<file path="config.mk">
export PLATFORM = sky130hd
export DESIGN_NAME = vga_timing_gen_flat
export DESIGN_NICKNAME = d
export VERILOG_FILES = /design/src/rtl/vga_timing_gen_if.sv /design/src/rtl/vga_timing_gen.sv /design/src/flat_wrapper.sv
export SDC_FILE = /design/constraint.sdc
export NUM_CORES = 1
export LEC_CHECK = 0
export CAP_MARGIN = 20
export CORE_MARGIN = 8
export CORE_UTILIZATION = 45
export DETAILED_ROUTE_END_ITERATION = 8
export GPL_TIMING_DRIVEN = 1
export PLACE_DENSITY_LB_ADDON = 0.05
export SETUP_SLACK_MARGIN = 0.02
export SYNTH_ARGS = -nofsm -noshare
export SYNTH_HDL_FRONTEND = slang
export SYNTH_SLANG_ARGS = --single-unit
</file>
<file path="constraint.sdc">
create_clock -name clk -period 2.1 [get_ports clk]
set_input_delay 0.21 -clock clk [delete_from_list [all_inputs] [get_ports clk]]
set_output_delay 0.21 -clock clk [all_outputs]
set_load 0.01 [all_outputs]
</file>
<file path="src/rtl/vga_timing_gen_if.sv">
// Raster output bundle of vga_timing_gen: pixel position, active-video
// flag, sync pulses and the per-frame game-step pulse. The timing generator
// drives it through the master modport; renderers and the connector read it
// through the slave modport.
interface vga_timing_gen_if;
   logic [9:0] xCount;
   logic [9:0] yCount;
   logic       active;
   logic       hsync;
   logic       vsync;
   logic       update;

   modport master (output xCount, output yCount, output active,
                   output hsync, output vsync, output update);
   modport slave  (input xCount, input yCount, input active,
                   input hsync, input vsync, input update);
endinterface

</file>
<file path="src/rtl/vga_timing_gen.sv">
// vga_timing_gen: raster timing source (640x480@60 by default).
// Divides clk down to the pixel rate, scans xCount/yCount, and decodes
// hsync/vsync/active/update into registers from the next-state counters.
// Because of that, every output lines up with the position shown in the
// same cycle.
// Optional macro VGA_UPDATE_DIV_EN: adds a frame counter so that `update`
// fires only every UPDATE_DIV frames. Without the macro, `update` fires at
// every blanking entry. The raster outputs are identical in both builds.
module vga_timing_gen #(
   parameter int CLK_DIV    = 2,
   parameter int H_ACTIVE   = 640,
   parameter int H_FP       = 16,
   parameter int H_SYNC     = 96,
   parameter int H_BP       = 48,
   parameter int V_ACTIVE   = 480,
   parameter int V_FP       = 10,
   parameter int V_SYNC     = 2,
   parameter int V_BP       = 33,
   parameter int UPDATE_DIV = 1
) (
   input  logic              clk,
   input  logic              rst,
   vga_timing_gen_if.master  vga
);
   localparam int H_TOTAL = H_ACTIVE + H_FP + H_SYNC + H_BP;
   localparam int V_TOTAL = V_ACTIVE + V_FP + V_SYNC + V_BP;
   localparam int DIV_W   = (CLK_DIV > 1) ? $clog2(CLK_DIV) : 1;

   // All position compares are done at the 10-bit counter width.
   localparam logic [9:0] H_LAST = 10'(H_TOTAL - 1);
   localparam logic [9:0] V_LAST = 10'(V_TOTAL - 1);
   localparam logic [9:0] H_ACT  = 10'(H_ACTIVE);
   localparam logic [9:0] V_ACT  = 10'(V_ACTIVE);
   localparam logic [9:0] HS_BEG = 10'(H_ACTIVE + H_FP);
   localparam logic [9:0] HS_END = 10'(H_ACTIVE + H_FP + H_SYNC - 1);
   localparam logic [9:0] VS_BEG = 10'(V_ACTIVE + V_FP);
   localparam logic [9:0] VS_END = 10'(V_ACTIVE + V_FP + V_SYNC - 1);
   localparam logic [DIV_W-1:0] DIV_LAST = DIV_W'(CLK_DIV - 1);

   logic [DIV_W-1:0] div;
   logic             pix_en;
   logic [9:0]       x_nxt;
   logic [9:0]       y_nxt;
   logic             blank_entry;
   logic             fire;

   // Next raster position: advance on a pixel step and wrap at line/frame end.
   always_comb begin
      pix_en = (div == DIV_LAST);
      x_nxt  = vga.xCount;
      y_nxt  = vga.yCount;
      if (pix_en) begin
         if (vga.xCount == H_LAST) begin
            x_nxt = 10'd0;
            y_nxt = (vga.yCount == V_LAST) ? 10'd0 : vga.yCount + 10'd1;
         end else begin
            x_nxt = vga.xCount + 10'd1;
         end
      end
      // Blanking entry = the step that lands on (0, V_ACTIVE).
      blank_entry = pix_en && (x_nxt == 10'd0) && (y_nxt == V_ACT);
   end

`ifdef VGA_UPDATE_DIV_EN
   localparam int FC_W = (UPDATE_DIV > 1) ? $clog2(UPDATE_DIV) : 1;
   localparam logic [FC_W-1:0] FC_LAST = FC_W'(UPDATE_DIV - 1);

   logic [FC_W-1:0] fcnt;

   assign fire = (fcnt == FC_LAST);

   // Frame counter: one tick per blanking entry, wrapping at UPDATE_DIV-1.
   always_ff @(posedge clk) begin
      if (rst)
         fcnt <= '0;
      else if (blank_entry)
         fcnt <= fire ? '0 : fcnt + 1'b1;
   end
`else
   // No frame counter: every blanking entry steps the game. The compare only
   // rejects an illegal zero divisor, which is never a supported setting.
   assign fire = (UPDATE_DIV >= 1);
`endif

   // Divider, counters and output decode, all registered together so that
   // the sync, active and update outputs never skew against the position.
   always_ff @(posedge clk) begin
      if (rst) begin
         div        <= '0;
         vga.xCount <= 10'd0;
         vga.yCount <= 10'd0;
         vga.hsync  <= 1'b1;
         vga.vsync  <= 1'b1;
         vga.active <= 1'b1;
         vga.update <= 1'b0;
      end else begin
         div        <= pix_en ? '0 : div + 1'b1;
         vga.xCount <= x_nxt;
         vga.yCount <= y_nxt;
         vga.hsync  <= !((x_nxt >= HS_BEG) && (x_nxt <= HS_END));
         vga.vsync  <= !((y_nxt >= VS_BEG) && (y_nxt <= VS_END));
         vga.active <= (x_nxt < H_ACT) && (y_nxt < V_ACT);
         // update is re-decided only on pixel steps, so it stays high for the
         // whole pixel period at (0, V_ACTIVE).
         if (pix_en)
            vga.update <= blank_entry && fire;
      end
   end
endmodule

</file>
<file path="src/flat_wrapper.sv">
// flat-port wrapper written by rule: the top's interface ports become plain ports
module vga_timing_gen_flat 
#(
   parameter int CLK_DIV    = 2,
   parameter int H_ACTIVE   = 640,
   parameter int H_FP       = 16,
   parameter int H_SYNC     = 96,
   parameter int H_BP       = 48,
   parameter int V_ACTIVE   = 480,
   parameter int V_FP       = 10,
   parameter int V_SYNC     = 2,
   parameter int V_BP       = 33,
   parameter int UPDATE_DIV = 1
)
  (clk, rst, vga_xCount, vga_yCount, vga_active, vga_hsync, vga_vsync, vga_update);
  vga_timing_gen_if vga_i ();
  input  logic clk;
  input  logic rst;
  output wire logic [$bits(vga_i.xCount)-1:0] vga_xCount;
  output wire logic [$bits(vga_i.yCount)-1:0] vga_yCount;
  output wire logic [$bits(vga_i.active)-1:0] vga_active;
  output wire logic [$bits(vga_i.hsync)-1:0] vga_hsync;
  output wire logic [$bits(vga_i.vsync)-1:0] vga_vsync;
  output wire logic [$bits(vga_i.update)-1:0] vga_update;
  assign vga_xCount = vga_i.xCount;
  assign vga_yCount = vga_i.yCount;
  assign vga_active = vga_i.active;
  assign vga_hsync = vga_i.hsync;
  assign vga_vsync = vga_i.vsync;
  assign vga_update = vga_i.update;
  vga_timing_gen #(.CLK_DIV(CLK_DIV), .H_ACTIVE(H_ACTIVE), .H_FP(H_FP), .H_SYNC(H_SYNC), .H_BP(H_BP), .V_ACTIVE(V_ACTIVE), .V_FP(V_FP), .V_SYNC(V_SYNC), .V_BP(V_BP), .UPDATE_DIV(UPDATE_DIV)) u_core (.clk(clk), .rst(rst), .vga(vga_i));
endmodule
</file>
==> results of run 1 <==
[kinds of logic (layout without fill, tap and decap cells)]
kind of cell,Yosys count,after routing,share of synthesized area [%]
compound gates,39,39,18.0
xor+xnor,9,9,5.29
fa+ha+maj,3,3,2.52
buf+inv,17,50,6.71
flops,25,25,33.6
mux,1,1,0.671
simple gates,89,89,33.3
[synthesized netlist by cell type (2+ instances only)]
master    n
dfxtp_1  25
xor2_1    3
nor4_2    2
buf_6     3
nand4_1   4
o21ai_1   4
and4_1    3
nor3_1   12
inv_1     9
a21oi_1  11
a211o_1   2
o22ai_1   2
ha_1      3
nor4_1    2
and2_1    4
xnor2_1   6
o21ai_0   4
a22oi_1   2
o21a_1    2
nand3_1   7
nand2_1  17
and3_1    2
nor2_1   25
buf_2     3
[worst max-delay path, delay by kind of cell (launching register included)]
family | cells | cell delay [ns]
compound gates | 2 | 0.61
fa+ha+maj | 1 | 0.18
buf+inv | 1 | 0.13
flops | 1 | 0.38
simple gates | 3 | 0.58
[power by group through the flow]
stage | Sequential, uW | Clock, uW | Combinational [uW]
2_1_floorplan | 502 | 0 | 31.6
3_3_place_gp | 495 | 0 | 68.1
3_5_place_dp | 495 | 0 | 69.1
4_1_cts | 485 | 238 | 69.2
5_1_grt | 486 | 254 | 75.4
6_report | 485 | 230 | 70.3
[worst max path at each step]
stage	start	end	slack, ns	cells after the start
after floorplan	u_core.vga.xCount[0]	u_core.vga.vsync	0.13	7
after global placement	u_core.vga.xCount[5]	u_core.vga.vsync	0.16	5
after detailed placement	u_core.vga.xCount[5]	u_core.vga.vsync	0.11	5
after CTS	u_core.vga.xCount[1]	u_core.vga.vsync	0.08	6
after global routing	u_core.vga.xCount[0]	u_core.vga.vsync	0.02	7
final	u_core.vga.xCount[1]	u_core.vga.update	0.13	7
[registers in the layout (all words and copies together) (netlist names)]
register	count
u_core.vga.update	1
u_core.vga.active	1
u_core.vga.yCount	10
u_core.vga.vsync	1
u_core.vga.xCount	10
u_core.vga.hsync	1
u_core.div	1
[area by class of cell]
class                   instances  area [um2]
clock buffers                   3        22.5
clock inverters                 1        5.00
fillers                       327        1380
inverters                       9        33.8
multi-input cells             141         911
flip-flops and latches         25         505
well taps                      46        57.6
repair buffers                 37         340
[layer usage]
metal	part of all wire [%]	routed length (um)	GRT usage (%)
met5	0	0	0
met3	5.8	224	3.14
met2	45	1770	22.1
met1	47	1850	19.1
met4	1.3	52	5.54
[per-stage QoR]
step	instance area (um2)	setup WS (ns)
global placement	1820	0.163
detailed placement	1820	0.111
finish	1880	0.135
floorplan	1490	0.135
global route	1880	0.0168
CTS	1840	0.0816
[repair_timing]
| item | CTS | global route |
|---|---|---|
| hold buffers | 0 | 0 |
| gates resized for setup | 0 | 8 |
| setup endpoints to repair | 0 | 2 |
| buffers inserted | 0 | 1 |
==> metrics.txt, run 1 <==
clock slew at reported path FFs=0.15 ns; Final #Nets=222; Gate Count Post-Synth=183; core area=3260 um2; Root Driver=clkbuf_4; DR iter-0 viols=78; reg2reg path depth=7; WHS Path Cells=1; Fin Hold WS=0.496 ns; Crit path top cell by count=and4_1; Total Routed Length=3900 um; Clock power frac=29.3%; switching power=202 uW; area grow syn2layout=25.8%; starting density of the core=45.8%; DRC violations left=0; Final Non-Filler Cells=262; Post-Route Utilization=57.6%; Worst R2R Start=u_core.vga.xCount[1]; Post-synth EDFFs=0; global-route wire length before repair=6200 um; Final min period=1.97 ns; die span in x=73.6 um; Critical Path, Cell by Cell=ha_1, buf_4, nand4_1, o311a_2, and4_1, and4_1, a22o_1; Wirelength per Cell=14.9 um; Worst Setup Start Kind=register; status=complete, no violations; GPL Wtd Cong=0.858; P_leak=0.000670 uW; ranking of synthesized cells by area=dfxtp_1, nor2_1, nand2_1; die area=5410 um2; mapped cell area=1490 um2; Worst-Margin Slew=0.338 ns; Worst EP arrival=2.21 ns; maximum clock path buffer count=2; syn_nets=188; f_max=0.509 GHz; Unique masters post-synth=50; RR Endpoint=u_core.vga.update; Final Max Tran Viols=0; worst rel slew slack=77.3%; Post-DRT Antenna Nets=0; required time of the critical path=2.35 ns; buffers added on ports=25; hold_sp=u_core.vga.update; largest area contributor in the netlist=dfxtp_1; Sequential Power Share=61.8%; Initial DRT Pass Iterations=4; Critical Setup Path Class=reg2reg; most frequent cells in the layout=nor2_1, clkdlybuf4s50_1, dfxtp_1, nand2_1; grt ovf=0; # clock sinks=25; setup_tns=0 ns; Ys Warns=0; Worst Hold Path EP=u_core.vga.update; Comb pwr share=9.0%; post-route clock period utilization=93.6%; RSZ-0062 raised after global routing=no; maxcap violations=0; fraction of registers with async set/reset=0%; FF+latch count, synth=25; HP Class=reg2reg; Seq/Total Area, Yosys=33.6%; Net Sw Frac=25.7%; H-tree levels=1; cell row count=21; CP Max Fanout=4; Int Power=584 uW; top-area cell type share of the netlist area=33.6%; initial antenna violation count=0; final hold violation count=0; Worst Clk Skew=0.00390 ns; vias in the first global route=1335; VDD IR-drop max=0.249 mV; total number of vias=1456; reg-to-reg slack, setup=0.13 ns; P per Cell Area=419 nW/um2; Largest stage delay, worst path=0.43 ns; Setup crit end kind=register; Slowest-stage cell, CP=o311a_2; IO Pins=26; Overall Global Routing Usage=14.5%; largest net degree at the start of global routing=19; worst-skew pair later-pin latency=0.33 ns; DP Wirelength=2910 um; CTS tree=done; total power=786 uW; n_diodes=0; Die Height=73.6 um; Syn Area/Cell=8.15 um2; placed cell count=257; vias per inst=5.56; fraction of layout cells with a size suffix above 1=16.7%; Final setup viols=0; CTS Buf Count=3; Post-synth top flop=dfxtp_1
(Power assumes the default switching activity.)
==> inputs of run 2 (changes only) <==
CELL_PAD_IN_SITES_DETAIL_PLACEMENT = 0   (was not set)
CELL_PAD_IN_SITES_GLOBAL_PLACEMENT = 1   (was not set)
CORE_UTILIZATION = 38   (was 45)
==> run 2 against run 1 <==
Net effect:
- core utilization decreased by 4.2 points
- combinational power decreased by 3.6%
- clock power increased by 27%
- final cell count increased by 4.2%
- largest cell class unchanged
- global-route usage decreased by 0.56 points
- sequential power about the same
- highest routed layer unchanged
- sequential share of layout area decreased by 1.6 points
==> metrics.txt, run 2 (synthesis results as in run 1) <==
required time of the critical path=2.32 ns; die area=6190 um2; switching power=201 uW; fill count=377; Worst Setup Start Kind=register; Post-Route Utilization=53.4%; Int Power=648 uW; reg2reg path depth=7; Post-DP Area=1890 um2; final hold violation count=0; CTS tree=done; Die Height=78.7 um; final std cell area, no fill=1980 um2; cell row count=22; RR Endpoint=u_core.vga.update; Worst R2R Start=u_core.vga.xCount[5]; clock slew at reported path FFs=0.09 ns; HP Class=reg2reg; Final #Nets=231; Critical Setup Path Class=reg2reg; Root Driver=clkbuf_8; DRC violations left=0; area grow syn2layout=33.0%; post-route clock period utilization=94.9%; CP Max Fanout=7; Final min period=1.99 ns; global-route wire length before repair=6980 um; Sequential Power Share=57.5%; P_leak=0.000744 uW; vias per inst=5.47; Clock power frac=34.5%; Worst Clk Skew=0.00330 ns; worst-skew pair later-pin latency=0.27 ns; Post-DRT Antenna Nets=0; VDD IR-drop max=0.236 mV; RSZ-0062 raised after global routing=yes; Final Max Tran Viols=0; worst rel slew slack=73.5%; largest net degree at the start of global routing=19; setup_tns=0 ns; n_diodes=0; Comb pwr share=8.0%; IO Pins=26; Worst-Margin Slew=0.395 ns; Total Routed Length=4150 um; maxcap violations=0; P per Cell Area=428 nW/um2; Wirelength per Cell=15.2 um; reg-to-reg slack, setup=0.11 ns; total number of vias=1494; WHS Path Cells=1; Worst Hold Path EP=u_core.vga.update; H-tree levels=1; DP Wirelength=3190 um; maximum clock path buffer count=2; die span in x=78.7 um; hold_sp=u_core.vga.update; Net Sw Frac=23.7%; Setup Buffers After CTS=0; CTS Buf Count=3; vias in the first global route=1430; Initial DRT Pass Iterations=4; Overall Global Routing Usage=13.9%; status=complete, no violations; total power=849 uW; initial antenna violation count=0; starting density of the core=40.1%; f_max=0.502 GHz; Setup crit end kind=register; Final setup viols=0; grt ovf=0; fraction of layout cells with a size suffix above 1=19.1%; buffers added on ports=25; hold-fix buffers at CTS=0; dpl ws=0.0691 ns; GPL Wtd Cong=0.899; Worst EP arrival=2.21 ns; DR iter-0 viols=128; most frequent cells in the layout=nor2_1, clkdlybuf4s50_1, dfxtp_1, buf_4, nand2_1; slack of the critical path=0.106 ns; Largest regs=u_core.vga.xCount: 10 flops, u_core.vga.yCount: 10 flops; # clock sinks=25; core area=3720 um2
[run 2: per-stage QoR]
stage | cells | hold WS [ns]
6_report | 273 | 0.491
5_1_grt | 273 | 0.548
4_1_cts | 273 | 0.495
3_5_place_dp | 269 | 0.474
3_3_place_gp | 269 | 0.472
2_1_floorplan | 183 | 0.424
[run 2: power by group through the flow]
stage	registers, uW	clock network [uW]	logic, uW
after floorplan	502	0	31.6
after global placement	497	0	64.2
after detailed placement	497	0	64.4
after CTS	486	299	64.5
after global routing	488	319	74.5
final	488	293	67.8
[run 2: worst max-delay path, cell delays in order (launching register included)]
cell and delay (ns):
dfxtp_1 0.33, buf_4 0.16, or4b_4 0.56, o211ai_2 0.16
o311a_4 0.22, and4_1 0.21, and4_1 0.19, a22o_1 0.11
[run 2: per-layer routing]
metal,part of all wire (%),GRT usage (%)
met1,49,18.7
met2,44,20.4
met3,5.7,3.87
met4,1.4,5.56
met5,0,0
[run 2: what timing repair did]
item | CTS | global route
endpoints found under the setup margin | 0 | 2
gates resized for setup | 0 | 10
endpoints found under the hold margin | 0 | 0
[run 2: area by class of cell]
| class | count | area, um2 | area share [%] |
|---|---|---|---|
| multi-input cells | 141 | 930 | 46.9 |
| clock buffers | 4 | 45.0 | 2.27 |
| inverters | 9 | 33.8 | 1.70 |
| repair buffers | 46 | 412 | 20.8 |
| well taps | 48 | 60.1 | 3.03 |
| flip-flops and latches | 25 | 503 | 25.4 |
[run 2: worst max-delay path by stage]
stage                    startpoint           endpoint  slack, ns  depth (start not counted)
4_1_cts        u_core.vga.xCount[5]   u_core.vga.vsync       0.06                          7
3_3_place_gp   u_core.vga.xCount[5]  u_core.vga.active       0.09                          7
2_1_floorplan  u_core.vga.xCount[0]   u_core.vga.vsync       0.13                          7
6_report       u_core.vga.xCount[5]  u_core.vga.update       0.11                          7
5_1_grt        u_core.vga.xCount[5]  u_core.vga.update       0.02                          7
3_5_place_dp   u_core.vga.xCount[5]   u_core.vga.vsync       0.07                          7
==> inputs of run 3 (changes only) <==
ABC_AREA = 1   (was not set)
CORE_UTILIZATION = 37   (was 38)
==> run 3 against run 2 <==
Net effect:
- first-iteration DRC count fell by 54%
- clock skew about the same
- routed wire length up 0.94%
- clock power is 3% higher
- critical endpoint unchanged
- combinational power decreased by 1%
- setup slack gained 0.12 ns
==> metrics.txt, run 3 <==
GPL Wtd Cong=0.797; Setup Buffers After CTS=0; top-area cell type share of the netlist area=31.2%; RSZ-0062 raised after global routing=no; maximum clock path buffer count=2; crit path capture=u_core.vga.update; # clock sinks=25; status=complete, no violations; fill count=493; storage element area=500 um2; Final setup viols=0; DR iter-0 viols=59; switching power=219 uW; cell row count=24; Fin Hold WS=0.466 ns; Final Non-Filler Cells=331; f_max=0.534 GHz; ranking of synthesized cells by area=dfxtp_1, nand2_1, nor2_1; die span in x=81.8 um; core area=4260 um2; CTS tree=done; area grow syn2layout=24.0%; Overall Global Routing Usage=13.9%; grt ovf=0; global-route wire length before repair=7260 um; Final Max Tran Viols=0; total power=862 uW; reg2reg path depth=13; Wirelength per Cell=12.6 um; final hold violation count=0; Worst R2R Start=u_core.vga.xCount[0]; P_leak=0.000935 uW; Final #Nets=285; post-route clock period utilization=89.2%; HP Class=reg2reg; Final min period=1.87 ns; setup_tns=0 ns; Syn Area/Cell=6.44 um2; DP Wirelength=3300 um; IO Pins=26; Unique masters post-synth=28; Worst Setup Start Kind=register; Worst EP arrival=2.10 ns; hold-fix buffers at CTS=0; Initial DRT Pass Iterations=4; Post-synth EDFFs=0; worst-skew pair later-pin latency=0.28 ns; required time of the critical path=2.33 ns; WHS Path Cells=2; most common cell after layout, fill and taps aside=nand2_1; Gate Count Post-Synth=249; Int Power=643 uW; maxcap violations=0; Die Height=81.8 um; Seq/Total Area, Yosys=31.2%; Post-synth top flop=dfxtp_1; Sequential Power Share=57.2%; Post-Route Utilization=46.6%; Setup crit end kind=register; most frequent cells in the layout=nand2_1, nor2_1, inv_1, clkdlybuf4s50_1, dfxtp_1; Post-DRT Antenna Nets=0; Critical Setup Path Class=reg2reg; P per Cell Area=434 nW/um2; Worst Clk Skew=0.00318 ns; Net Sw Frac=25.4%; buffers added on ports=25; Worst-Margin Slew=0.387 ns; Comb pwr share=7.8%; area of the multi-input gates=960 um2; largest net degree at the start of global routing=24; VDD IR-drop max=0.208 mV; DRC violations left=0; syn_nets=254; total number of vias=1591; n_diodes=0; Clock power frac=35.1%; mapped cell area=1600 um2; starting density of the core=37.6%; worst rel slew slack=74.1%; Total Routed Length=4190 um; die area=6690 um2; Ys Warns=0; most frequent cell after synthesis=nand2_1; RR Endpoint=u_core.vga.update; clock slew at reported path FFs=0.09 ns; vias in the first global route=1599; vias per inst=4.81; fraction of registers with async set/reset=0%; FF+latch count, synth=25; largest area contributor in the netlist=dfxtp_1; CTS Buf Count=3; H-tree levels=1; initial antenna violation count=0; fraction of layout cells with a size suffix above 1=14.3%; Largest regs=u_core.vga.xCount: 10 flops, u_core.vga.yCount: 10 flops; placed cell count=327; reg-to-reg slack, setup=0.23 ns; Post-synth top cells=nand2_1, nor2_1, inv_1; Worst Setup SP=u_core.vga.xCount[0]; CP Max Fanout=9; Root Driver=clkbuf_8
==> run 3: per-stage QoR <==
step                worst slack, ns  cell area (um2)
floorplan                     0.400             1600
global placement              0.145             1930
detailed placement            0.162             1930
CTS                           0.148             1980
global route                 0.0381             1990
finish                        0.226             1990
==> run 3: cell type report <==
class | instances | share of cell area [%]
multi-input cells | 186 | 48.3
flip-flops and latches | 25 | 25.2
repair buffers | 29 | 14.1
inverters | 35 | 6.86
well taps | 52 | 3.27
clock buffers | 3 | 2.08
clock inverters | 1 | 0.252
==> run 3: worst min path at each step <==
stage / slack, ns / to / start
after detailed placement: 0.45 / u_core.vga.update / u_core.vga.update
after CTS: 0.46 / u_core.vga.update / u_core.vga.update
after global routing: 0.50 / u_core.vga.update / u_core.vga.update
after global placement: 0.44 / u_core.vga.update / u_core.vga.update
after floorplan: 0.29 / u_core.div / rst
final: 0.47 / u_core.vga.update / u_core.vga.update
==> run 3: cell families (layout without fill, tap and decap cells) <==
kind of cell	count (synthesis)	count (layout)	share of synthesized area (%)
simple gates	171	171	52.6
buf+inv	38	68	9.68
flops	25	25	31.2
compound gates	12	12	4.14
fa+ha+maj	3	3	2.34
==> run 3: repair_timing <==
action,4_1_cts,5_1_grt
gates resized for setup,0,3
setup endpoints to repair,0,3
hold endpoints to repair,0,0
==> run 3: critical path, cell delays in order, from the launching register on <==
cell and delay (ns):
dfxtp_1 0.43, ha_2 0.25, nand3_4 0.12, nor2_8 0.20
nand2_8 0.11, inv_6 0.09, nand2_1 0.05, nand2_1 0.08
nand2_1 0.11, inv_2 0.06, nand2_1 0.04, nor2_1 0.12
nand4_1 0.10, nand2_1 0.07
==> run 3: layer usage <==
metal  wire [um]  vias up  share of wire [%]  track usage (%)
met5           0        -                  0                0
met4          48        0                1.1             3.68
met3         174        5                4.2             2.41
met2        2100       26                 50             25.6
met1        1860      728                 44             16.0
li1            -      832                  -                -
==> run 3: power groups by stage <==
| stage | Clock [uW] | Sequential (uW) | Combinational, uW |
|---|---|---|---|
| after floorplan | 0 | 501 | 41.7 |
| after global placement | 0 | 504 | 68.4 |
| after detailed placement | 0 | 504 | 67.3 |
| after CTS | 316 | 493 | 67.5 |
| after global routing | 333 | 495 | 76.4 |
| final | 302 | 493 | 67.0 |
